<file path="src/rtl/attack_schedule_responder.sv">
`default_nettype none
// ============================================================================
// Module   : attack_schedule_responder
// Purpose  : Answers a runtime attack-time request. It fetches the attack
//            word from a synchronous ROM, computes the saturated absolute
//            spawn time and pulses update_attack_time. It then waits for the
//            runtime to acknowledge the response on sync_attack_time.
// Revision : 1.0 - initial release
// ============================================================================
module attack_schedule_responder #(
  parameter int MAXIMUM_TIMES         = 30,
  parameter int MAXIMUM_ATTACK_OBJECT = 20,
  parameter int ROM_ADDR_WIDTH        = 10,
  parameter int ROM_DEPTH             = 1024
) (
  input  logic                             clk,
  input  logic                             reset,
  input  logic [MAXIMUM_TIMES-1:0]         current_time,
  input  logic [MAXIMUM_ATTACK_OBJECT-1:0] attack_i,
  input  logic                             sync_attack_time,
  output logic [ROM_ADDR_WIDTH-1:0]        rom_addr,
  input  logic [31:0]                      rom_data,
  output logic [MAXIMUM_TIMES-1:0]         next_attack_time,
  output logic                             update_attack_time,
  output logic [3:0]                       attack_type,
  output logic [9:0]                       attack_pos_x,
  output logic [9:0]                       attack_pos_y,
  output logic                             busy
);

  // State encoding
  localparam logic [2:0] c_IDLE     = 3'd0;
  localparam logic [2:0] c_FETCH    = 3'd1;
  localparam logic [2:0] c_LATCH    = 3'd2;
  localparam logic [2:0] c_RESPOND  = 3'd3;
  localparam logic [2:0] c_WAIT_ACK = 3'd4;

  // The index is compared one bit wider so that ROM_DEPTH == 2^width still fits.
  localparam logic [MAXIMUM_ATTACK_OBJECT:0] c_ROM_DEPTH =
    (MAXIMUM_ATTACK_OBJECT+1)'(ROM_DEPTH);
  localparam logic [MAXIMUM_TIMES-1:0] c_TIME_MAX = '1;

  logic [2:0]                       r_state;
  logic [2:0]                       w_state_next;
  logic [MAXIMUM_ATTACK_OBJECT-1:0] r_attack_idx;
  logic [MAXIMUM_ATTACK_OBJECT-1:0] w_attack_idx;
  logic [ROM_ADDR_WIDTH-1:0]        r_rom_addr;
  logic [ROM_ADDR_WIDTH-1:0]        w_rom_addr;
  logic [MAXIMUM_TIMES-1:0]         r_next_time;
  logic [MAXIMUM_TIMES-1:0]         w_next_time;
  logic                             r_update;
  logic                             w_update;
  logic [3:0]                       r_type;
  logic [3:0]                       w_type;
  logic [9:0]                       r_pos_x;
  logic [9:0]                       r_pos_y;
  logic [9:0]                       w_pos_x;
  logic [9:0]                       w_pos_y;
  logic                             r_busy;
  logic                             w_busy;

  // The sum carries one extra bit, so an overflow shows up as the carry-out.
  logic [MAXIMUM_TIMES:0]           w_sum;
  logic                             w_out_of_range;

  assign w_sum = {1'b0, current_time}
               + {{(MAXIMUM_TIMES-7){1'b0}}, rom_data[31:24]};
  assign w_out_of_range = ({1'b0, r_attack_idx} >= c_ROM_DEPTH);

  // Register state and all outputs; reset drops any transaction in flight
  always_ff @(posedge clk) begin
    if (reset) begin
      r_state      <= c_IDLE;
      r_attack_idx <= '0;
      r_rom_addr   <= '0;
      r_next_time  <= '0;
      r_update     <= 1'b0;
      r_type       <= '0;
      r_pos_x      <= '0;
      r_pos_y      <= '0;
      r_busy       <= 1'b0;
    end else begin
      r_state      <= w_state_next;
      r_attack_idx <= w_attack_idx;
      r_rom_addr   <= w_rom_addr;
      r_next_time  <= w_next_time;
      r_update     <= w_update;
      r_type       <= w_type;
      r_pos_x      <= w_pos_x;
      r_pos_y      <= w_pos_y;
      r_busy       <= w_busy;
    end
  end

  // Next-state logic; sync is only looked at in IDLE and WAIT_ACK
  always_comb begin
    w_state_next = r_state;
    case (r_state)
      c_IDLE:     if (!sync_attack_time) w_state_next = c_FETCH;
      c_FETCH:    w_state_next = c_LATCH;
      c_LATCH:    w_state_next = c_RESPOND;
      c_RESPOND:  w_state_next = c_WAIT_ACK;
      c_WAIT_ACK: if (sync_attack_time) w_state_next = c_IDLE;
      default:    w_state_next = c_IDLE;
    endcase
  end

  // Next values of the registered outputs, based on the current state
  always_comb begin
    w_attack_idx = r_attack_idx;
    w_rom_addr   = r_rom_addr;
    w_next_time  = r_next_time;
    w_type       = r_type;
    w_pos_x      = r_pos_x;
    w_pos_y      = r_pos_y;
    w_update     = 1'b0;
    w_busy       = (w_state_next != c_IDLE);
    case (r_state)
      c_IDLE: begin
        if (!sync_attack_time) begin
          w_attack_idx = attack_i;
          w_rom_addr   = attack_i[ROM_ADDR_WIDTH-1:0];
        end
      end
      c_LATCH: begin
        // The ROM word addressed from IDLE is valid in this cycle
        if (w_out_of_range) begin
          w_next_time = c_TIME_MAX;
          w_type      = '0;
          w_pos_x     = '0;
          w_pos_y     = '0;
        end else begin
          w_next_time = w_sum[MAXIMUM_TIMES] ? c_TIME_MAX
                                             : w_sum[MAXIMUM_TIMES-1:0];
          w_type      = rom_data[3:0];
          w_pos_x     = rom_data[23:14];
          w_pos_y     = rom_data[13:4];
        end
        // The pulse is registered here so that it appears during RESPOND
        w_update = 1'b1;
      end
      default: ;
    endcase
  end

  assign rom_addr           = r_rom_addr;
  assign next_attack_time   = r_next_time;
  assign update_attack_time = r_update;
  assign attack_type        = r_type;
  assign attack_pos_x       = r_pos_x;
  assign attack_pos_y       = r_pos_y;
  assign busy               = r_busy;

endmodule
`default_nettype wire
</file>
<file path="config.mk">
export PLATFORM = sky130hd
export DESIGN_NAME = attack_schedule_responder
export DESIGN_NICKNAME = d
export VERILOG_FILES = /design/src/rtl/attack_schedule_responder.sv
export SDC_FILE = /design/constraint.sdc
export NUM_CORES = 1
export LEC_CHECK = 0
export BUFFER_PORTS_ARGS = -buffer_cell sky130_fd_sc_hd__buf_2
export CAP_MARGIN = 20
export CORE_MARGIN = 4
export CORE_UTILIZATION = 52
export CTS_CLUSTER_DIAMETER = 50
export DETAILED_ROUTE_END_ITERATION = 10
export PLACE_DENSITY = 0.95
export REMOVE_ABC_BUFFERS = 1
export SYNTH_ARGS = -nofsm -noshare
export SYNTH_HDL_FRONTEND = slang
export SYNTH_SLANG_ARGS = --single-unit
</file>
<file path="constraint.sdc">
create_clock -name clk -period 4.8 [get_ports clk]
set_clock_uncertainty 0.2 [all_clocks]
set_input_delay 0.96 -clock clk [delete_from_list [all_inputs] [get_ports clk]]
set_output_delay 0.96 -clock clk [all_outputs]
set_load 0.01 [all_outputs]
</file>
==> impl_metrics.toml <==
[clock_tree]
cts_tree = "done"
cts_made_buffers = 9
clock_latency_ns = 0.33
clockBufferDepth = 2
cts_setup_buffers = 0
cts_hold_buf = 0
cts_max_level = 3
cts_root_buf = "clkbuf_8"
cts_sinks = 79
cts_resized = 0
clk_pin_slew_ns = 0.08

[place]
dp.final_hpwl_mm = 7.48
place.gp.congestion = 0.888
portBuffers = 150
place_inst = 650
dp_slack_ns = 1.24

[run]
max_cap_viol_count = 0

[final_layout]
final_common_cell = "buf_2"
final_cells = 667
multi_input_area_um2 = 1920
nFillCells = 547
seq_area_um2 = 1580
utilization = 0.681
area_growth_pct = 25.3
diodes = 0
most-common-layout-cells = "buf_2 (150), dfxtp_1 (79), nor2_1 (61), nand2_1 (53), a21oi_1 (31)"
nets = 660
drive_above_1_share = 0.324

[logic_synthesis]
synth_edf_count = 0
yosysWarningCount = 0
synthArstFlopShare = 0
ys_types = 44
netlist_instances = 441
yosysSeqAreaShare = 0.424
syn_avg_cell_area_um2 = 8.46
synth_flop_cell = "dfxtp_1"
synth_area_um2 = 3730
synth_seq_cells = 79

[setup_path]
cp_max_fo = 17
regToRegSetupSlack_ns = 1.99
cp-end-kind = "flip-flop"
required_ns = 4.77
crit_buf_inv = 2
crit_path_max_incr_delay_ns = 0.46
cp-start-kind = "primary input"
worstPathCellList = "buf_2 > ha_1 > fa_1 > a21oi_1 > o21ai_0 > a31oi_1 > o41a_1 > buf_4 > a211oi_1"
crit_arrival_ns = 3.20
critical_path_class = "in -> reg"
slowest_stage = "o41a_1"
cpLargestDelayFamily = "compound AO/OA/AOI/OAI gates"

[timing]
worstMarginPinSlew_ns = 1.09
slew_headroom = 0.276
min_period_over_period = 0.673
slew_violations = 0
worst_slack_ns = 1.57
hold_viol_final = 0
tns_ns = 0
min_period_ns = 3.23
fmax_ghz = 0.310
rsz0062_at_grt = "no"
setup_viol = 0

[route]
firstDrtPassIters = 4
drtAntennaViolNets = 0
wirelength_mm = 9.99
post_drt_wl_per_cell_um = 15.0
num_vias = 3698
routed_via_density = 5.54
drcViolationCount = 0
drtIter0Drc = 178

[global_routing]
grt_pass1_vias = 3457
gr-usage-all-layers = 0.228
antenna_found_initial = 0
grt_max_degree = 59
overflow = 0
grt_pass1_wl_mm = 16.1

[floorplan]
dieWidth_um = 92.7
dieHeight_um = 92.7
row_count = 30
start_util = 0.543
core_area_um2 = 6870
dieArea_um2 = 8600
num_io_pins = 151

[hold_path]
min_path_type = "reg -> reg"

[power]
ir_worst_vdd_mv = 0.190
cellPowerDensity_nw_per_um2 = 378
power.leakage_nw = 2.02

[run_status]
status = "finished clean"
final timing paths:
| kind | cells past startpoint | startpoint | end |
|---|---|---|---|
| worst max register to register | 7 | r_state[1]$_SDFF_PP0_ | next_attack_time[27]$_SDFFE_PP0P_ |
| worst min register to register | 2 | r_attack_idx[7]$_SDFFE_PP0P_ | r_attack_idx[7]$_SDFFE_PP0P_ |
| worst max-delay path | 9 | current_time[0] | next_attack_time[27]$_SDFFE_PP0P_ |
| worst min-delay path | 2 | r_attack_idx[7]$_SDFFE_PP0P_ | r_attack_idx[7]$_SDFFE_PP0P_ |
cell families after synthesis:
family,Yosys count,synth area share
AND/OR/NAND/NOR,168,0.206
AO/OA/AOI/OAI,110,0.212
flip-flops,79,0.424
buffers and inverters,48,0.0627
XOR/XNOR,26,0.0610
adder cells (fa/ha/maj),9,0.0322
multiplexers,1,0.00268
registers in the layout, indices dropped and copies added, names as in the netlist:
| name | count |
|---|---|
| attack_pos_x | 10 |
| attack_pos_y | 10 |
| attack_type | 4 |
| busy | 1 |
| next_attack_time | 30 |
| r_attack_idx | 20 |
| r_state | 3 |
| update_attack_time | 1 |
worst reg2reg max path: stages (launching register included):
cell      delay, ns
dfxtp_1        0.44
nor3b_2        0.20
buf_4          0.34
and4_1         0.25
buf_4          0.28
o41a_1         0.50
buf_4          0.33
a211oi_1       0.12
area by class of cell:
class,instances,area share
tap,96,0.0257
timing repair buffer,156,0.171
multi-input combinational,314,0.411
clock inverter,6,0.0201
clock buffer,10,0.0294
inverter,6,0.00482
sequential,79,0.338
synthesized netlist by cell type (7+ instances only):
master    count  area (um^2)
dfxtp_1      79         1580
nor2_1       61          229
nand2_1      53          199
a21oi_1      31          155
a211oi_1     28          210
a22oi_1      24          180
clkbuf_1     24         90.1
xnor2_1      14          123
xor2_1       12          105
nand3_1      11         55.1
buf_4        10         75.1
ha_1          8          100
nand4_1       8         50.1
nor3_1        8         40.0
o21ai_0       7         35.0
routing by layer:
metal	GRT usage	part of all wire
met1	0.291	0.43
met2	0.382	0.49
met3	0.0422	0.068
met4	0.0891	0.012
met5	0	0
metrics by stage:
step	hold WS (ns)	instance area (um^2)	power, mW
4_1_cts	0.254	4670	1.77
2_1_floorplan	0.230	3520	1.04
3_5_place_dp	0.244	4430	1.22
5_1_grt	0.281	4680	1.87
6_report	0.252	4680	1.77
3_3_place_gp	0.240	4430	1.20
power by group:
group	switching (mW)	internal, mW
combinational	0.259	0.177
clock	0.243	0.310
sequential	0.0439	0.735
(Power assumes the default switching activity.)
